==> src/rtl/leakage_char_pkg.sv <==
`default_nettype none
// +----------------------------------------------------------------------------+
// | Package  : leakage_char_pkg                                                |
// | Brief    : Shared types and helpers for the leakage sweep sequencer.       |
// | Revision : 1.0 - initial release                                           |
// +----------------------------------------------------------------------------+
package leakage_char_pkg;

    typedef enum logic [2:0] {
        SEQ_IDLE    = 3'd0,
        SEQ_APPLY   = 3'd1,
        SEQ_TRIG    = 3'd2,
        SEQ_CAPTURE = 3'd3,
        SEQ_EMIT    = 3'd4,
        SEQ_AVG     = 3'd5,
        SEQ_DONE    = 3'd6
    } seq_state_t;

    localparam int REC_STATE_W = 16;
    localparam int REC_VALUE_W = 64;

    // Record layout seen by the Liberty writer; fields sized for the widest build.
    typedef struct packed {
        logic [REC_STATE_W-1:0] state;
        logic [REC_VALUE_W-1:0] value;
        logic                   last;
        logic                   is_avg;
    } leak_rec_t;

    function automatic int unsigned NB_STATES(input int unsigned n);
        return 32'd1 << n;
    endfunction

endpackage
`default_nettype wire

==> src/rtl/leakage_sweep_sequencer_settle_timer.sv <==
`default_nettype none
// +----------------------------------------------------------------------------+
// | Module   : settle_timer                                                    |
// | Brief    : Loadable saturating down-counter flagging the last settle cycle.|
// | Revision : 1.0 - initial release                                           |
// +----------------------------------------------------------------------------+
module settle_timer #(
    parameter int SETTLE_CYCLES = 100
) (
    input  logic clk,
    input  logic nrst,
    input  logic i_load,
    output logic o_expired
);

    localparam int c_CNT_W = $clog2(SETTLE_CYCLES + 1);
    localparam logic [c_CNT_W-1:0] c_LOAD = c_CNT_W'(SETTLE_CYCLES);
    localparam logic [c_CNT_W-1:0] c_ONE  = c_CNT_W'(1);

    logic [c_CNT_W-1:0] r_cnt;

    // Holds the reload value during the first waited cycle, so expiry at 1 gives exactly S cycles.
    always_ff @(posedge clk) begin
        if (!nrst) begin
            r_cnt <= '0;
        end else if (i_load) begin
            r_cnt <= c_LOAD;
        end else if (r_cnt != '0) begin
            r_cnt <= r_cnt - c_ONE;
        end
    end

    assign o_expired = (r_cnt <= c_ONE);

endmodule
`default_nettype wire

==> src/rtl/leakage_sweep_sequencer.sv <==
`default_nettype none
// +----------------------------------------------------------------------------+
// | Module   : leakage_sweep_sequencer                                         |
// | Brief    : Walks all input states, triggers the integrator, emits records. |
// |            Optional average record enabled by macro LEAKAGE_AVG_EN.        |
// | Revision : 1.0 - initial release                                           |
// +----------------------------------------------------------------------------+
module leakage_sweep_sequencer
    import leakage_char_pkg::*;
#(
    parameter int NB_INPUTS     = 2,
    parameter int SETTLE_CYCLES = 100,
    parameter int MEAS_W        = 32
) (
    input  logic                 clk,
    input  logic                 nrst,
    input  logic                 i_start,
    output logic                 o_busy,
    output logic                 o_done,
    output logic [NB_INPUTS-1:0] o_din,
    output logic                 o_start_measure,
    input  logic [MEAS_W-1:0]    i_measure_val,
    output logic                 o_res_valid,
    input  logic                 i_res_ready,
    output logic [NB_INPUTS-1:0] o_res_state,
    output logic [MEAS_W-1:0]    o_res_value,
    output logic                 o_res_last,
    output logic                 o_res_is_avg
);

    localparam logic [2:0] c_ST_IDLE    = SEQ_IDLE;
    localparam logic [2:0] c_ST_APPLY   = SEQ_APPLY;
    localparam logic [2:0] c_ST_TRIG    = SEQ_TRIG;
    localparam logic [2:0] c_ST_CAPTURE = SEQ_CAPTURE;
    localparam logic [2:0] c_ST_EMIT    = SEQ_EMIT;
    localparam logic [2:0] c_ST_AVG     = SEQ_AVG;
    localparam logic [2:0] c_ST_DONE    = SEQ_DONE;

    localparam logic [NB_INPUTS-1:0] c_LAST_IDX = NB_INPUTS'(NB_STATES(NB_INPUTS) - 1);
    localparam logic [NB_INPUTS-1:0] c_IDX_ONE  = NB_INPUTS'(1);

    logic [2:0]           r_state;
    logic [NB_INPUTS-1:0] r_din;
    logic                 r_busy;
    logic                 r_done;
    logic                 r_sm;
    logic                 r_res_valid;
    logic [NB_INPUTS-1:0] r_res_state;
    logic [MEAS_W-1:0]    r_res_value;
    logic                 r_res_last;
    logic                 w_expired;
    logic                 w_timer_load;

`ifdef LEAKAGE_AVG_EN
    logic [MEAS_W+NB_INPUTS-1:0] r_acc;
    logic                        r_res_is_avg;
    logic [MEAS_W-1:0]           w_avg;

    assign w_avg        = r_acc[MEAS_W+NB_INPUTS-1:NB_INPUTS];
    assign o_res_is_avg = r_res_is_avg;
`else
    assign o_res_is_avg = 1'b0;
`endif

    // One timer serves both waits: reload on every entry into APPLY or TRIG.
    assign w_timer_load = ((r_state == c_ST_IDLE)  && i_start)
                       || ((r_state == c_ST_APPLY) && w_expired)
                       || ((r_state == c_ST_EMIT)  && i_res_ready && (r_din != c_LAST_IDX));

    settle_timer #(
        .SETTLE_CYCLES (SETTLE_CYCLES)
    ) u_settle_timer (
        .clk       (clk),
        .nrst      (nrst),
        .i_load    (w_timer_load),
        .o_expired (w_expired)
    );

    always_ff @(posedge clk) begin
        if (!nrst) begin
            r_state     <= c_ST_IDLE;
            r_din       <= '0;
            r_busy      <= 1'b0;
            r_done      <= 1'b0;
            r_sm        <= 1'b0;
            r_res_valid <= 1'b0;
            r_res_state <= '0;
            r_res_value <= '0;
            r_res_last  <= 1'b0;
`ifdef LEAKAGE_AVG_EN
            r_acc        <= '0;
            r_res_is_avg <= 1'b0;
`endif
        end else begin
            r_done <= 1'b0;
            case (r_state)
                c_ST_IDLE: begin
                    if (i_start) begin
                        r_state <= c_ST_APPLY;
                        r_din   <= '0;
                        r_busy  <= 1'b1;
`ifdef LEAKAGE_AVG_EN
                        r_acc   <= '0;
`endif
                    end
                end
                c_ST_APPLY: begin
                    if (w_expired) begin
                        r_state <= c_ST_TRIG;
                        r_sm    <= ~r_sm;
                    end
                end
                c_ST_TRIG: begin
                    if (w_expired) begin
                        r_state <= c_ST_CAPTURE;
                    end
                end
                c_ST_CAPTURE: begin
                    r_res_value <= i_measure_val;
                    r_res_state <= r_din;
                    r_res_valid <= 1'b1;
                    r_state     <= c_ST_EMIT;
`ifdef LEAKAGE_AVG_EN
                    r_acc        <= r_acc + {{NB_INPUTS{1'b0}}, i_measure_val};
                    r_res_is_avg <= 1'b0;
                    r_res_last   <= 1'b0;
`else
                    r_res_last   <= (r_din == c_LAST_IDX);
`endif
                end
                c_ST_EMIT: begin
                    if (i_res_ready) begin
                        r_res_valid <= 1'b0;
                        if (r_din != c_LAST_IDX) begin
                            r_din   <= r_din + c_IDX_ONE;
                            r_state <= c_ST_APPLY;
                        end else begin
`ifdef LEAKAGE_AVG_EN
                            r_state      <= c_ST_AVG;
                            r_res_valid  <= 1'b1;
                            r_res_is_avg <= 1'b1;
                            r_res_state  <= '0;
                            r_res_value  <= w_avg;
                            r_res_last   <= 1'b1;
`else
                            r_state <= c_ST_DONE;
                            r_done  <= 1'b1;
`endif
                        end
                    end
                end
                c_ST_AVG: begin
                    if (i_res_ready) begin
                        r_res_valid <= 1'b0;
                        r_state     <= c_ST_DONE;
                        r_done      <= 1'b1;
                    end
                end
                c_ST_DONE: begin
                    r_busy  <= 1'b0;
                    r_state <= c_ST_IDLE;
                end
                default: begin
                    r_state <= c_ST_IDLE;
                end
            endcase
        end
    end

    assign o_busy          = r_busy;
    assign o_done          = r_done;
    assign o_din           = r_din;
    assign o_start_measure = r_sm;
    assign o_res_valid     = r_res_valid;
    assign o_res_state     = r_res_state;
    assign o_res_value     = r_res_value;
    assign o_res_last      = r_res_last;

endmodule
`default_nettype wire
==> config.mk <==
export PLATFORM = sky130hd
export DESIGN_NAME = leakage_sweep_sequencer
export DESIGN_NICKNAME = d
export VERILOG_FILES = /design/src/rtl/leakage_char_pkg.sv /design/src/rtl/leakage_sweep_sequencer_settle_timer.sv /design/src/rtl/leakage_sweep_sequencer.sv
export SDC_FILE = /design/constraint.sdc
export NUM_CORES = 1
export LEC_CHECK = 0
export ABC_AREA = 1
export CAP_MARGIN = 40
export CELL_PAD_IN_SITES_DETAIL_PLACEMENT = 0
export CELL_PAD_IN_SITES_GLOBAL_PLACEMENT = 1
export CORE_MARGIN = 2
export CORE_UTILIZATION = 33
export CTS_BUF_LIST = sky130_fd_sc_hd__clkbuf_8 sky130_fd_sc_hd__clkbuf_16
export CTS_CLUSTER_DIAMETER = 30
export DETAILED_ROUTE_END_ITERATION = 16
export GPL_TIMING_DRIVEN = 0
export PLACE_DENSITY_LB_ADDON = 0.05
export RECOVER_POWER = 100
export SETUP_SLACK_MARGIN = 0.05
export SLEW_MARGIN = 5
export SYNTH_ARGS = -nofsm -noshare
export SYNTH_HDL_FRONTEND = slang
export SYNTH_SLANG_ARGS = --single-unit
==> constraint.sdc <==
create_clock -name clk -period 2.32 [get_ports clk]
set_clock_uncertainty 0.15 [all_clocks]
set_input_delay 0.348 -clock clk [delete_from_list [all_inputs] [get_ports clk]]
set_output_delay 0.348 -clock clk [all_outputs]
set_load 0.05 [all_outputs]
# Word-level counts from Yosys, hierarchy flattened
# Cells that the tools add are included.
# word_totals
out_inout_bits	42
wordCells	71
inputBits	36
regBits	51
# classes
n_eq_ne	15
reduce_logical	19
bitwise	2
add_sub_neg	2
n_mux	21
order_cmp	1
# ops
cell	count
$mux 3	6
$pmux 3 s6	1
$mux 7	2
$ne 2x2->1 const B	6
$eq 3x3->1 const B	3
$reduce_bool 2->1	4
$le 7x1->1 const B	1
$reduce_bool 7->1	1
$sub 7x1->7 const B	1
$eq 3x2->1 const B	2
$mux 2	3
$pmux 1 s2	3
$reduce_and 2->1	3
$mux 1	5
$reduce_and 5->1	1
$logic_and 1x1->1	4
$ne 2x1->1 const B	2
$pmux 2 s2	1
$reduce_and 4->1	1
$reduce_or 2->1	2
$eq 3x1->1 const B	1
$logic_not 3->1	1
$add 2x1->2 const B	1
$eq 2x2->1 const B	1
other kinds (2)	4

# Logic depth before layout (Yosys ltp)
# depth
depth_word	5
depth_mapped	10

# Hierarchy
# A second synthesis with hierarchy kept.
# hier_totals
cells_unflattened	279
area_unflattened_um2	2117.0
# by_module_without_submodules
module	seq_area_each_um2	area_per_inst_um2	n_inst	cells_each
leakage_sweep_sequencer	880.8	1731.7	1	227
settle_timer	140.1	385.4	1	52

# Least setup slack after synthesis
# OpenSTA, ideal clock, no wires.
# synth_timing
kind	reg2reg
from	reg r_din[0] (netlist: o_din[0])
to	reg u_settle_timer.r_cnt[5]
synth_period_minus_slack_ps	1605
path_stages_with_launch	9
t_arrival_ps	1339
path_slack_ps	715
cell_sequence	dfxtp_1 > ha_1 > inv_1 > nand3_2 > nand2_2 > clkinv_4 > nand2_1 > nor2_1 > nor2_1
# synth_between
elab_chain_len	4
elab_cells_between_ends	5
cone_classes	eq/ne (1); mux (1); reduce/logical (3)
# synth_rtl
item	line	rtl
from (decl)	leakage_sweep_sequencer.sv:43	logic [NB_INPUTS-1:0] r_din;
from (signal assigned)	leakage_sweep_sequencer.sv:135	r_din <= r_din + c_IDX_ONE;
$ne 2x2->1 *	leakage_sweep_sequencer.sv:68	|| ((r_state == c_ST_EMIT) && i_res_ready && (r_din != c_LAST_IDX));
$logic_and 1x1->1 *	leakage_sweep_sequencer.sv:68	
$logic_or 1x1->1 *	leakage_sweep_sequencer.sv:68	
$mux 7 / $reduce_bool 2->1 (equally long branches)	-	
to (signal assigned)	leakage_sweep_sequencer_settle_timer.sv:27	r_cnt <= c_LOAD;
to (signal assigned)	leakage_sweep_sequencer_settle_timer.sv:29	r_cnt <= r_cnt - c_ONE;
to (decl)	leakage_sweep_sequencer_settle_timer.sv:20	logic [c_CNT_W-1:0] r_cnt;
# Every way passes the cells marked *; elsewhere a longest branch is shown, timed or not.
# A chain may end at the register's enable or synchronous reset.

# Worst setup path in the final report
# layout_timing
from	reg r_din[0] (netlist: o_din[0])
to	out o_din[0]
# layout_lines
item	line	rtl
to (decl)	leakage_sweep_sequencer.sv:20	output logic [NB_INPUTS-1:0] o_din,
# No word-level cell between the ends.

==> impl_results.md <==
* Status: finished clean
* Seq/Total Area, Yosys at 47.9%
* Cts bufs inserted at 5
* Share of the synthesized area in the top cell type at 47.9%
* RSZ-0062 raised after global routing: no
* Vias in the first global route at 1,949
* Initial antenna violation count at 0
* Synth Area in Simple Gates at 29.5%
* Top_reg_cell synth: dfxtp_1
* Distinct cells, synth at 30
* Chip Height at 84.4 um
* Initial Utilization at 33.7%
* Synth Area in Compound Gates at 12.4%
* Post-synth EDFFs at 0
* Yosys reg bits at 51
* Global-route wire length before repair at 8.91 mm
* Post-CTS setup buffer count at 0
* GRT Overall Usage at 15.4%
* Worst-path cell chain: dlygate4sd3_1
* Die Area at 7120 um^2
* Post-Syn Area at 2130 um^2
* Max Root-Sink Buffers at 2
* Mux cell area share after synthesis at 0%
* Post-CTS Hold Fix Bufs at 0
* Area delta synth->final at 43.9%
* Sum Neg Setup Slack at 0 ns
* Final Max Slew Viols at 0
* Min Tclk post-route at 2.15 ns
* Boundary pin count at 78
* Max-Cap Viols at 0
* Routed Antenna Nets at 0
* Placed Instances at 437
* Worst-path clk slew at 0.10 ns
* CP Buf/Inv Count at 1
* VDD IR max at 0.455 mV
* CTS tree: yes
* Post-DR vias/cell at 4.53
* Final Hold Fails at 0
* Drt pass-1 iters at 4
* Grt total ovfl at 0
* Xor/xnor share of the synthesized area at 0.822%
* Root buf cell: clkbuf_8
* Die X at 84.4 um
* Type of the most critical hold path: flop to flop
* Post-Route WL at 5.34 mm
* Total number of vias at 2,017
* Syn_area_per_cell at 7.50 um^2
* DRT iter0 DRCs at 79
* WL/cell at 12.0 um
* Post-cts resize count at 0
* Dpl ws at 0.336 ns
* Clk_lat worst skew at 0.31 ns
* Worst slew pin tran at 0.528 ns
* Rel. slew slack at 64.7%
* Core ar. at 6310 um^2
* Max incr delay on CP at 0.90 ns
* Most frequent cell after synthesis: nor2_1
* Crit. End Element: primary output
* Synth area leader: dfxtp_1
* Worst EP arrival at 1.65 ns
* Post-synthesis adder-cell area fraction at 1.76%
* Peak fanout along the critical path at 5
* Startpoint types: flop
* Dpl hpwl at 3.95 mm
* Placer's final routability congestion estimate at 0.793
* Async SR Flop Fraction at 0%
* Commonest cells in the netlist: nor2_1, dfxtp_1, o21ai_1
* Synth warnings at 0
* Port bufs at 76
* Min setup slack post-route at 0.171 ns
* Cell row count at 29
* Setup violators final at 0
* Synth area leaders: dfxtp_1, nor2_1, o21ai_1
* Mapped Cells at 284
* Power Dens Cells at 1190 nW/um^2
* Final non-filler cell total at 445
* CP max-delay cell: dlygate4sd3_1
* Main combinational cell family by area after synthesis: simple AND/OR/NAND/NOR gates
* Drt drc at 0
* CP delay by family, top: buffers and inverters
* Layout net count at 406
* Fmax at 465 MHz
* Critical path type: flop to primary output
* Req. time, crit path at 1.82 ns
* Syn_nets at 323
* P_leak at 1.37 nW
* Final Cycle Share at 92.6%
* Layout cell share with drive strength beyond 1 at 7.88%
* Largest net degree at the start of global routing at 17
* Antenna Cells at 0
* Clk sinks at 51
* Hold Slack at 0.318 ns
* Htree depth at 2
## report_power, final
group | internal (W) | total [W] | switching, W
registers | 0.00108 | 0.00121 | 0.000128
clock network | 0.000355 | 0.000676 | 0.000321
logic | 0.000576 | 0.00175 | 0.00118
total | 0.00202 | 0.00364 | 0.00163
## sequential cells by signal, indices dropped and copies added, names as in the netlist, 2 cells and up
signal,flops
u_settle_timer.r_cnt,7
o_res_value,32
r_state,3
o_din,2
o_res_state,2
## layout by cell type, fill, tap and decap left out, types with 2 or more instances in the layout
master and instances:
a21oi_1 9, buf_4 2, clkbuf_1 6, clkbuf_2 3
clkbuf_8 6, clkdlybuf4s50_1 34, dfxtp_1 51, dlygate4sd3_1 42
ha_1 3, inv_1 17, inv_2 3, nand2_1 25
nand2_2 2, nand3_1 16, nor2_1 85, nor2_2 5
o21ai_0 17, o21ai_1 24, xor2_1 2
## final timing paths
path / start / endpoint / slack, ns / cells past startpoint
worst max-delay path: o_din[0] / o_din[0] / 0.17 / 1
worst min-delay path: o_res_valid / o_res_valid / 0.32 / 2
worst max register to register: r_state[2] / o_res_value[10] / 0.44 / 6
worst min register to register: o_res_valid / o_res_valid / 0.32 / 2
## per-layer routing
metal  global-route usage (%)  vias up  wire [um]  share of wire (%)
met5                        0        -          0                  0
met4                     4.76        0         62                1.2
met3                     4.42        5        341                6.4
met2                     25.5       57       2390                 45
met1                     19.5      879       2540                 48
li1                         -     1076          -                  -
## cells by family after synthesis
kind of cell,count (synthesis)
simple gates,140
compound gates,52
flops,51
buf+inv,35
fa+ha+maj,3
xor+xnor,2
other cells,1
## cell type report
class                           count  area (um^2)
Timing Repair Buffer               76          761
Clock buffer                        6         82.6
Multi-Input combinational cell    198          917
Buffer                             12         57.6
Inverter                           23         92.6
Clock inverter                      2         38.8
Tap cell                           77         96.3
Fill cell                         660         3250
Sequential cell                    51         1020
## worst register-to-register path, cell delays in order, from the launching register on
cell	delay, ns
dfxtp_1	0.34
inv_1	0.26
nand3_1	0.38
clkinv_2	0.25
clkbuf_2	0.28
nor2_1	0.07
nor2_1	0.10
## through the flow
stage | util, % | power, W | area [um^2]
CTS | 49.2 | 0.00379 | 3110
finish | 48.6 | 0.00364 | 3070
global placement | 47.3 | 0.00309 | 2990
global route | 48.6 | 0.00392 | 3070
detailed placement | 47.3 | 0.00310 | 2990
floorplan | - | 0.00257 | 2130
Power figures use the tool's default switching activity.
